### config.mk
export PLATFORM = sky130hd
export DESIGN_NAME = instr_fetch_unit
export DESIGN_NICKNAME = d
export VERILOG_FILES = /design/src/rtl/fetch_pkg.sv /design/src/rtl/fetch_perf_cnt.sv /design/src/rtl/instr_fetch_unit.sv
export SDC_FILE = /design/constraint.sdc
export NUM_CORES = 1
export LEC_CHECK = 0
export ABC_AREA = 1
export BUFFER_PORTS_ARGS = -buffer_cell sky130_fd_sc_hd__buf_4
export CAP_MARGIN = 20
export CELL_PAD_IN_SITES_DETAIL_PLACEMENT = 0
export CELL_PAD_IN_SITES_GLOBAL_PLACEMENT = 1
export CORE_ASPECT_RATIO = 2
export CORE_UTILIZATION = 36
export CTS_CLUSTER_DIAMETER = 60
export DETAILED_ROUTE_END_ITERATION = 10
export GPL_TIMING_DRIVEN = 0
export PLACE_DENSITY_LB_ADDON = 0.25
export SLEW_MARGIN = 20
export SYNTH_ARGS = -nofsm -noshare
export SYNTH_HDL_FRONTEND = slang
export SYNTH_HIERARCHICAL = 1
export SYNTH_SLANG_ARGS = --single-unit
### constraint.sdc
create_clock -name clock -period 2.9 [get_ports clock]
set_input_delay 0 -clock clock [delete_from_list [all_inputs] [get_ports clock]]
set_output_delay 0 -clock clock [all_outputs]
set_load 0.01 [all_outputs]
### src/rtl/fetch_pkg.sv
// Shared definitions for the fetch stage: FSM state encoding and the default
// address/data widths used by the PC, fetch and decode.
package fetch_pkg;

    localparam int ADDR_W_DEF = 16;
    localparam int DATA_W_DEF = 16;

    typedef enum logic [1:0] {
        IDLE = 2'd0,
        REQ  = 2'd1,
        HOLD = 2'd2
    } fetch_state_t;

endpackage

### src/rtl/fetch_perf_cnt.sv
// Free-running fetch statistics: completed decode handshakes and memory wait
// cycles. Both counters wrap and are cleared only by reset.
module fetch_perf_cnt (
    input  logic        clock,
    input  logic        reset,
    input  logic        handshake,
    input  logic        stall,
    output logic [15:0] fetch_count,
    output logic [15:0] stall_count
);

    logic [1:0]       inc;
    logic [1:0][15:0] count_vec;

    assign inc = {stall, handshake};

    generate
        for (genvar gi = 0; gi < 2; gi++) begin : g_cnt
            logic [15:0] cnt_reg;

            always_ff @(posedge clock) begin
                if (reset) begin
                    cnt_reg <= '0;
                end else if (inc[gi]) begin
                    cnt_reg <= cnt_reg + 16'd1;
                end
            end

            assign count_vec[gi] = cnt_reg;
        end
    endgenerate

    assign fetch_count = count_vec[0];
    assign stall_count = count_vec[1];

endmodule

### src/rtl/instr_fetch_unit.sv
// Fetch stage: samples the PC, reads instruction memory over req/ack, and holds
// the word for decode over valid/ready. Define FETCH_PERF_CNT_EN for counters.
module instr_fetch_unit
    import fetch_pkg::*;
#(
    parameter int ADDR_W = ADDR_W_DEF,
    parameter int DATA_W = DATA_W_DEF
) (
    input  logic              clock,
    input  logic              reset,
    input  logic [ADDR_W-1:0] pc_in,
    output logic              pc_incr,
    output logic              mem_req,
    output logic [ADDR_W-1:0] mem_addr,
    input  logic              mem_ack,
    input  logic [DATA_W-1:0] mem_rdata,
    output logic [DATA_W-1:0] ir,
    output logic [ADDR_W-1:0] ir_pc,
    output logic              ir_valid,
    input  logic              ir_ready,
`ifdef FETCH_PERF_CNT_EN
    output logic [15:0]       fetch_count,
    output logic [15:0]       stall_count,
`endif
    input  logic              flush
);

    fetch_state_t      state_reg;
    logic              drop_reg;
    logic              pc_incr_reg;
    logic              mem_req_reg;
    logic [ADDR_W-1:0] mem_addr_reg;
    logic [DATA_W-1:0] ir_reg;
    logic [ADDR_W-1:0] ir_pc_reg;
    logic              ir_valid_reg;

    always_ff @(posedge clock) begin
        if (reset) begin
            state_reg    <= IDLE;
            drop_reg     <= 1'b0;
            pc_incr_reg  <= 1'b0;
            mem_req_reg  <= 1'b0;
            mem_addr_reg <= '0;
            ir_reg       <= '0;
            ir_pc_reg    <= '0;
            ir_valid_reg <= 1'b0;
        end else begin
            pc_incr_reg <= 1'b0;
            case (state_reg)
                IDLE: begin
                    if (!flush) begin
                        mem_addr_reg <= pc_in;
                        mem_req_reg  <= 1'b1;
                        state_reg    <= REQ;
                    end
                end
                REQ: begin
                    // A request cannot be withdrawn; a flush only poisons its response.
                    if (mem_ack) begin
                        mem_req_reg <= 1'b0;
                        drop_reg    <= 1'b0;
                        if (drop_reg || flush) begin
                            state_reg <= IDLE;
                        end else begin
                            ir_reg       <= mem_rdata;
                            ir_pc_reg    <= mem_addr_reg;
                            ir_valid_reg <= 1'b1;
                            pc_incr_reg  <= 1'b1;
                            state_reg    <= HOLD;
                        end
                    end else if (flush) begin
                        drop_reg <= 1'b1;
                    end
                end
                HOLD: begin
                    if (flush) begin
                        ir_valid_reg <= 1'b0;
                        state_reg    <= IDLE;
                    end else if (ir_ready) begin
                        ir_valid_reg <= 1'b0;
                        mem_addr_reg <= pc_in;
                        mem_req_reg  <= 1'b1;
                        state_reg    <= REQ;
                    end
                end
                default: state_reg <= IDLE;
            endcase
        end
    end

    assign pc_incr  = pc_incr_reg;
    assign mem_req  = mem_req_reg;
    assign mem_addr = mem_addr_reg;
    assign ir       = ir_reg;
    assign ir_pc    = ir_pc_reg;
    assign ir_valid = ir_valid_reg;

`ifdef FETCH_PERF_CNT_EN
    logic handshake;
    logic stall;

    assign handshake = (state_reg == HOLD) && ir_ready && !flush;
    assign stall     = (state_reg == REQ) && !mem_ack;

    fetch_perf_cnt u_perf_cnt (
        .clock       (clock),
        .reset       (reset),
        .handshake   (handshake),
        .stall       (stall),
        .fetch_count (fetch_count),
        .stall_count (stall_count)
    );
`endif

endmodule
# Word-level counts from Yosys, hierarchy flattened
# Index checks and enable logic that the tools add are counted.
# Widths: inputs -> output; s select.
[word_totals]
reg_bits = 54
latch_bits = 0
mem_bits_rw = 0
rom_bits = 0
input_bits = 37
elab_cells = 55
memories = 0
[op_classes]
addsub = 0
mul = 0
div_mod_pow = 0
n_lt_le_gt_ge = 0
n_eq_ne = 8
n_shift = 0
muxes = 23
bitwise = 3
n_reduce_logical = 13
[op_table]
columns = ["operator", "n"]
rows = [
  ["$mux 16", 3],
  ["$pmux 16 s2", 1],
  ["$mux 1", 11],
  ["$mux 2", 5],
  ["$ne 2x2->1 const B", 5],
  ["$reduce_and 4->1", 2],
  ["$pmux 2 s3", 1],
  ["$reduce_and 3->1", 2],
  ["$reduce_bool 2->1", 3],
  ["$reduce_and 5->1", 1],
  ["$ne 3x3->1 const B", 1],
  ["$not 1->1", 3],
  ["$pmux 1 s3", 1],
  ["$reduce_bool 3->1", 1],
  ["$reduce_or 3->1", 1],
  ["$eq 2x1->1 const B", 1],
  ["$eq 2x2->1 const B", 1],
  ["$logic_not 2->1", 1],
  ["$pmux 1 s2", 1],
  ["$reduce_and 2->1", 1],
  ["$logic_or 1x1->1", 1],
]

# Depth between registers and ports, before layout
# Gate-level depths: netlist (run 1).
[logic_depth]
ltp_word = 4
depth_mapped = 6
mapped_depth_nobuf = 6

# Worst setup path before layout (run 1)
# Ideal clock, no wire load.
[synth_timing]
kind = "register to register"
start = "register drop_reg"
end = "register ir_reg[12] (netlist: ir[12])"
arrival_ns = 0.956
setup_slack_ns = 1.831
stages_incl_launch_ff = 6
path_buffers = 1
period_less_slack_ns = 1.069
path_cell_list = "dfxtp_1 > nor2_4 > buf_1 > nand4_1 > nand2_1 > nor2_1"
[synth_via]
elab_chain_cells = 3
[synth_lines]
columns = ["item", "line", "rtl"]
rows = [
  ["start: declaration", "instr_fetch_unit.sv:29", "logic drop_reg;"],
  ["start signal: assignment", "instr_fetch_unit.sv:40", "drop_reg <= 1'b0;"],
  ["start signal: assignment", "instr_fetch_unit.sv:61", "drop_reg <= 1'b0;"],
  ["start signal: assignment", "instr_fetch_unit.sv:72", "drop_reg <= 1'b1;"],
  ["$logic_or 1x1->1", "instr_fetch_unit.sv:62", "if (drop_reg || flush) begin"],
  ["$not 1->1 (no line)", "n/a", ""],
  ["$reduce_and 3->1 (no line)", "n/a", ""],
  ["end signal: assignment", "instr_fetch_unit.sv:65", "ir_reg <= mem_rdata;"],
  ["end: declaration", "instr_fetch_unit.sv:33", "logic [DATA_W-1:0] ir_reg;"],
]
# No other way between the ends.
# A chain may end at the register's enable or synchronous reset.

# Final worst setup path (run 1)
[layout_timing]
start = "register drop_reg"
end = "register ir_reg[13] (netlist: ir[13])"
# The elaborated chain is that of the path after synthesis.

==> metrics.csv, run 1 <==
stage;metric;value;unit
power_and_ir_drop;Max rail drop VDD;0.382;mV
critical_path;reg2reg end;ir[13];
die;core area;0.00631;mm^2
synth;synth warn;6;
hold_path;Hold Path Sink;drop_reg;
clock_network;worst skew pair latency;0.29;ns
power_and_ir_drop;Power Density;515;mW/mm^2
drt;Residual DRC;0;
critical_path;crit path launch type;register;
power_and_ir_drop;switch share;25.3;%
global_routing;grt ovf;0;
hold_path;Worst Hold Launch;flush;
layout;layout cells sized above 1;26.0;%
critical_path;worst path required time;3.09;ns
synth;sequential fraction of the synthesis area;45.6;%
sta;setup tns final;0;ns
critical_path;reg2reg path depth;5;
critical_path;Setup crit end kind;register;
synth;syn_area_per_cell;7.06;um^2
sta;Final Slew Violations;0;
critical_path;Worst R2R Setup Slack;1.59;ns
die;IO Pins;88;
drt;via count;2296;
clock_network;CTS root buf;clkbuf_16;
placed_design;Post-Place Cell Area;0.00312;mm^2
sta;Hold Slack;0.00306;ns
sta;fmax;762;MHz
sta;Final setup viols;0;
sta;slack of the critical path;1.59;ns
drt;final WL;5820;um
clock_network;Hold-fix buffers, CTS;1;
power_and_ir_drop;combinational fraction of design power;16.8;%
die;Initial Util;37.6;%
sta;Max Clock Skew;0.00390;ns
clock_network;clock sinks;54;
critical_path;CP cell instances;nor2_4, buf_1, nand4_1, nand2_1, nor2_1;
clock_network;postcts setup bufs;0;
synth;flops & latches, synth;54;
drt;wire per inst;11.3;um
placed_design;placed cells;508;
placed_design;routability cong.;0.760;
clock_network;post_cts resized;0;
sta;Tightest Pin Transition;0.480;ns
layout;Finished Layout Cells;517;
layout;area delta synth->final;38.4;%
power_and_ir_drop;Sw Pwr;0.428;mW
drt;DRT Pass-1 Iters;4;
layout;final cell area excluding filler cells;0.00328;mm^2
power_and_ir_drop;Seq pwr share;47.9;%
clock_network;clk buf depth;2;
power_and_ir_drop;clock share of power;35.3;%
critical_path;Worst path slowest cell;buf_1;
synth;Net Count, Synth;373;
clock_network;H-tree depth;2;
placed_design;dpl hpwl;4630;um
global_routing;total track usage;17.9;%
power_and_ir_drop;internal power;1.26;mW
sta;Final period util;45.2;%
critical_path;WS Path Type;register to register;
global_routing;initial antenna violation count;0;
power_and_ir_drop;Leak;1.60;nW
sta;Tmin final;1.31;ns
layout;fin nets;467;
synth;Post-Syn Instances;336;
clock_network;CTS tree;built;
drt;ANT nets after route;0;
power_and_ir_drop;total power;1.69;mW
die;die area;0.00693;mm^2
die;# rows;41;
placed_design;I/O Buffers;86;
synth;Netlist cell types;15;
critical_path;critical path peak fanout;10;
global_routing;largest net degree at the start of global routing;16;
die;die width;59.4;um
die;DIE HEIGHT;117;um
sta;relative slew slack;68.0;%
run;max cap viols;0;
sta;Final Hold Fails;0;
drt;routed vias/inst;4.44;
global_routing;vias in the first global route;2097;
sta;RSZ-0062 raised after global routing;no;
hold_path;worst hold path class;input port to register;
clock_network;clk slew on worst S/H paths;0.07;ns
critical_path;FF-to-FF Start;drop_reg;
hold_path;cell count of the worst hold path;3;
critical_path;Max stage delay on crit path;0.39;ns
status;status;completed;
layout;Post-Route Utilization;52.0;%
layout;ANT cells;0;
global_routing;global-route wire length before repair;9360;um
synth;synthesized cell area;0.00237;mm^2
critical_path;worst setup path start;drop_reg;
drt;number of DRC markers in iteration 0;48;
clock_network;CTS Buf Count;5;
placed_design;pre-CTS setup slack;1.61;ns
critical_path;crit path DAT;1.50;ns
-- placed cells by master (no fill, tap or decap) --
cell type	n
inv_1	41
buf_1	4
inv_2	1
clkinv_2	1
clkbuf_1	6
dlygate4sd3_1	1
clkbuf_16	5
buf_6	3
dfxtp_1	54
nand2_1	56
clkbuf_8	1
nand3b_1	16
nand4_1	32
buf_4	87
nand3_1	4
nor2_1	86
nor2_4	3
a21oi_1	19
buf_2	11
-- cell families (layout without fill, tap and decap cells) --
kind of cell | count (synthesis) | in the layout | synth area share [%]
flops | 54 | 54 | 45.6
compound gates | 19 | 19 | 4.01
buf+inv | 66 | 161 | 12.1
simple gates | 197 | 197 | 38.3
-- power by group through the flow --
stage	combinational (mW)	sequential, mW	clock (mW)
after detailed placement	0.285	0.827	0
final	0.283	0.810	0.596
after CTS	0.287	0.810	0.616
after floorplan	0.142	0.839	0
after global placement	0.283	0.827	0
after global routing	0.321	0.815	0.643
-- synth_stat cells (all sizes together) --
master | number | area share, %
nor2 | 89 | 15
nand2 | 56 | 8.9
dfxtp | 54 | 46
inv | 42 | 6.6
nand4 | 32 | 8.4
a21oi | 19 | 4.0
buf | 19 | 4.7
nand3b | 16 | 5.1
clkbuf | 5 | 0.79
nand3 | 4 | 0.84
-- critical path: cells and delay by family (launching register included) --
kind,cells,cell delay [ns]
buf+inv,1,0.39
simple gates,4,0.47
flops,1,0.34
-- cell type report --
cell class              count  area, um^2
flip-flops and latches     54        1080
multi-input cells         216        1000
clock inverters             1        5.00
well taps                  86         108
repair buffers             87         656
inverters                  42         158
plain buffers              24         130
clock buffers               7         143
fillers                   695        3030
-- layer usage --
metal  part of all wire [%]  up-vias  track usage (%)
met5                      0        -                0
met4                    1.7        0             7.14
met3                    4.9        6             4.07
met2                     57       68             35.3
met1                     37      986             16.7
li1                       -     1236                -
-- worst max-delay path by stage --
stage / cells past startpoint / endpoint
after CTS: 5 / ir[13]
after global placement: 5 / ir[12]
after global routing: 5 / ir[15]
final: 5 / ir[13]
after detailed placement: 5 / ir[13]
after floorplan: 5 / ir[12]
(Power assumes the default switching activity.)
==> inputs of run 2 (changes only) <==
Settings changed: CORE_UTILIZATION 36 to 33.
Clock period 2.9 ns to 1.35 ns, I/O delays scaled along.
==> metrics.csv, run 2 (same netlist as run 1, synthesis figures left out) <==
stage;metric;value;unit
global_routing;grt ovf;0;
sta;fmax;807;MHz
drt;ANT nets after route;0;
global_routing;met1 usage;18.0;%
sta;Tmin final;1.24;ns
global_routing;largest net degree at the start of global routing;18;
critical_path;Setup crit end kind;register;
placed_design;I/O Buffers;86;
power_and_ir_drop;clock share of power;35.1;%
hold_path;worst hold path class;input port to register;
drt;number of DRC markers in iteration 0;66;
layout;commonest non-fill, non-tap cell in the layout;buf_4;
drt;Residual DRC;0;
clock_network;CTS tree;built;
status;status;completed;
layout;Register Area;0.00108;mm^2
critical_path;WS Path Type;input port to register;
layout;final cell area excluding filler cells;0.00331;mm^2
clock_network;worst skew pair latency;0.29;ns
power_and_ir_drop;Sw Pwr;0.975;mW
placed_design;routability cong.;0.757;
sta;Final period util;91.7;%
die;# rows;43;
layout;fin nets;468;
global_routing;vias in the first global route;2103;
critical_path;worst path required time;1.59;ns
layout;Post-Route Utilization;47.7;%
sta;Final Slew Violations;0;
sta;Tightest Pin Transition;0.517;ns
global_routing;total track usage;17.5;%
drt;routed vias/inst;4.42;
clock_network;clock sinks;54;
critical_path;crit path launch type;input port;
global_routing;met3 usage;3.50;%
die;IO Pins;88;
power_and_ir_drop;Seq pwr share;47.8;%
drt;final WL;6230;um
drt;wire per inst;11.9;um
sta;relative slew slack;65.6;%
layout;FILL cells;757;
placed_design;Post-Place Cell Area;0.00313;mm^2
sta;Final Hold Fails;0;
critical_path;critical path peak fanout;10;
clock_network;H-tree depth;2;
clock_network;CTS Buf Count;5;
clock_network;CTS root buf;clkbuf_16;
die;Initial Util;34.2;%
sta;Max Clock Skew;0.00684;ns
layout;area of the multi-input gates;0.00101;mm^2
power_and_ir_drop;Power Density;1100;mW/mm^2
layout;layout cells sized above 1;27.1;%
placed_design;dpl hpwl;4880;um
die;die width;61.9;um
clock_network;clk slew on worst S/H paths;0.07;ns
power_and_ir_drop;Leak;1.60;nW
global_routing;initial antenna violation count;0;
sta;Final setup viols;0;
clock_network;clk buf depth;2;
critical_path;crit path DAT;1.48;ns
die;DIE HEIGHT;122;um
power_and_ir_drop;Max rail drop VDD;0.673;mV
power_and_ir_drop;internal power;2.67;mW
global_routing;global route hottest layer;met2;
layout;commonest non-fill, non-tap cells in the layout;88 x buf_4, 85 x nor2_1, 56 x nand2_1, 54 x dfxtp_1, 41 x inv_1;
layout;area delta synth->final;39.6;%
die;core area;0.00694;mm^2
drt;via count;2307;
die;die area;0.00755;mm^2
drt;DRT Pass-1 Iters;4;
layout;ANT cells;0;
run;max cap viols;0;
global_routing;global-route wire length before repair;9800;um
power_and_ir_drop;combinational fraction of design power;17.1;%
global_routing;M2 GR Usage;32.4;%
power_and_ir_drop;switch share;26.8;%
==> run 2: critical path, stage by stage <==
cell and delay (ns):
dlygate4sd3_1 0.54, buf_4 0.16, inv_2 0.08, clkbuf_1 0.40
nand2_1 0.13, inv_1 0.07, nand2_1 0.05, inv_1 0.04
==> run 2: final timing paths <==
check / from / endpoint / slack, ns / cells after the start
hold reg to reg: ir[7] / ir[7] / 0.48 / 2
setup reg to reg: drop_reg / ir_pc[7] / 0.12 / 6
setup / recovery: reset / mem_req / 0.11 / 8
hold / removal: pc_in[6] / mem_addr[6] / 0.005 / 4
==> run 2: per-stage QoR <==
step / std cells / hold slack [ns] / TNS [ns] / power, mW / worst slack, ns
after floorplan: 336 / 0.0691 / 0 / 2.11 / 0.281
after global placement: 512 / 0.203 / 0 / 2.39 / 0.0501
after detailed placement: 512 / 0.209 / 0 / 2.39 / 0.0520
after CTS: 521 / 0.00340 / 0 / 3.67 / 0.0455
after global routing: 522 / 0.0161 / -0.00105 / 3.83 / -0.00105
final: 522 / 0.00468 / 0 / 3.64 / 0.112
==> run 2: final cells by class <==
cell class	count	share of cell area, %
clock buffer	5	3.78
inverter	42	4.76
tap	90	3.40
sequential	54	32.7
multi-input combinational	216	30.5
buffer	24	4.20
timing repair buffer	88	20.0
clock inverter	3	0.643
==> run 2: power groups by stage <==
stage	combinational, mW	clock, mW	sequential, mW
detailed placement	0.617	0	1.78
global placement	0.611	0	1.78
floorplan	0.304	0	1.80
CTS	0.622	1.31	1.74
finish	0.622	1.28	1.74
global route	0.697	1.38	1.75
==> run 2: metal layers <==
| layer | share of wire [%] | vias to the layer above |
|---|---|---|
| li1 | - | 1245 |
| met1 | 38 | 993 |
| met2 | 56 | 62 |
| met3 | 4.6 | 7 |
| met4 | 1.8 | 0 |
| met5 | 0 | - |
==> run 2: repair_timing <==
item	in CTS	in global routing
buffers inserted	0	1
endpoints found under the setup margin	0	41
resized for setup	0	6
hold endpoints to repair	3	0
hold buffers	1	0
==> inputs of run 3 (changes only) <==
Settings changed: PLACE_DENSITY_LB_ADDON 0.25 to 0.3.
==> metrics.csv, run 3 (same netlist as run 1, synthesis figures left out) <==
stage;metric;value;unit
hold_path;worst hold path class;input port to register;
sta;Max Clock Skew;0.00373;ns
clock_network;worst skew pair latency;0.29;ns
drt;final WL;6120;um
critical_path;crit path launch type;register;
sta;fmax;809;MHz
sta;Tightest Pin Transition;0.474;ns
drt;Residual DRC;0;
global_routing;initial antenna violation count;0;
drt;via count;2343;
global_routing;global route hottest layer;met2;
placed_design;placed cells;512;
critical_path;Setup crit end kind;register;
critical_path;WS Path Type;register to register;
status;status;completed;
global_routing;total track usage;17.4;%
clock_network;CTS root buf;clkbuf_16;
critical_path;crit path DAT;1.47;ns
global_routing;met3 usage;3.82;%
clock_network;clock sinks;54;
clock_network;clk buf depth;2;
critical_path;Worst R2R Setup Slack;0.11;ns
die;DIE HEIGHT;122;um
global_routing;M2 GR Usage;33.1;%
layout;commonest non-fill, non-tap cells in the layout;89 x buf_4, 85 x nor2_1, 56 x nand2_1, 54 x dfxtp_1, 41 x inv_1;
placed_design;routability cong.;0.736;
drt;wire per inst;11.7;um
placed_design;I/O Buffers;86;
die;IO Pins;88;
drt;routed vias/inst;4.47;
drt;DRT Pass-1 Iters;4;
sta;setup tns final;0;ns
clock_network;CTS Buf Count;5;
layout;fin nets;470;
power_and_ir_drop;Leak;1.61;nW
die;core area;0.00694;mm^2
critical_path;CP cell instances;inv_1, nor2_4, clkbuf_4, nand3_1, a21oi_1;
sta;Final setup viols;0;
sta;Tmin final;1.24;ns
global_routing;global-route wire length before repair;9690;um
sta;Final Hold Fails;0;
power_and_ir_drop;Power Density;1090;mW/mm^2
run;max cap viols;0;
global_routing;vias in the first global route;2117;
clock_network;clk slew on worst S/H paths;0.07;ns
drt;ANT nets after route;0;
power_and_ir_drop;total power;3.64;mW
layout;commonest non-fill, non-tap cell in the layout;buf_4;
sta;relative slew slack;68.4;%
sta;RSZ-0062 raised after global routing;no;
die;Initial Util;34.2;%
critical_path;Worst path slowest cell;dfxtp_1;
critical_path;Max stage delay on crit path;0.39;ns
critical_path;worst path required time;1.58;ns
placed_design;dpl hpwl;4900;um
layout;area delta synth->final;40.4;%
die;die width;61.9;um
critical_path;critical path peak fanout;10;
die;# rows;43;
layout;layout cells sized above 1;27.2;%
clock_network;CTS tree;built;
global_routing;grt ovf;0;
power_and_ir_drop;Max rail drop VDD;0.725;mV
global_routing;met1 usage;16.8;%
sta;Final Slew Violations;0;
global_routing;largest net degree at the start of global routing;18;
layout;Finished Layout Cells;524;
drt;number of DRC markers in iteration 0;119;
sta;Final period util;91.6;%
clock_network;H-tree depth;2;
die;die area;0.00755;mm^2
layout;ANT cells;0;
[run 3: worst paths after layout]
path	startpoint	end	depth (start not counted)
worst max-delay path	state_reg[0]	state_reg[1]	5
worst min-delay path	pc_in[0]	mem_addr[0]	4
worst max register to register	state_reg[0]	state_reg[1]	5
worst min register to register	ir[5]	ir[5]	2
[run 3: final cells by class]
type                       count  area, um^2
multi-input combinational    216        1010
tap                           90         113
timing repair buffer          90         681
inverter                      42         158
clock buffer                   5         125
clock inverter                 3        21.3
sequential                    54        1080
buffer                        24         141
fill                         745        3610
[run 3: per-layer routing]
metal,routed length (um),vias to the layer above
met2,3420,72
met3,315,7
met1,2280,1020
met5,0,-
met4,109,0
li1,-,1244
[run 3: report_power, final]
part / switching [mW] / internal [mW] / total, mW / leakage (nW)
combinational: 0.321 / 0.306 / 0.627 / 1.10
sequential: 0.0610 / 1.68 / 1.74 / 0.442
clock: 0.587 / 0.688 / 1.28 / 0.0698
total: 0.970 / 2.67 / 3.64 / 1.61
[run 3: metrics by stage]
step / util, % / cell area, um^2 / hold WS, ns / setup WS [ns]
after floorplan: - / 2370 / 0.0691 / 0.281
after detailed placement: 45.1 / 3130 / 0.209 / 0.0379
after global routing: 48.0 / 3330 / 0.00822 / 0.00270
after CTS: 47.5 / 3300 / 0.00308 / 0.0372
final: 48.0 / 3330 / 0.00664 / 0.113
after global placement: 45.1 / 3130 / 0.204 / 0.0457
[run 3: critical path: cells and delay by family (launching register included)]
family          cells  cell delay [ns]
simple gates        2             0.29
flops               1             0.39
compound gates      1             0.15
buf+inv             2             0.34
[run 3: what timing repair did]
item | CTS | global route
hold endpoints to repair | 4 | 0
resized for setup | 0 | 7
setup endpoints to repair | 0 | 39
hold buffers | 2 | 0
setup buffers | 0 | 2
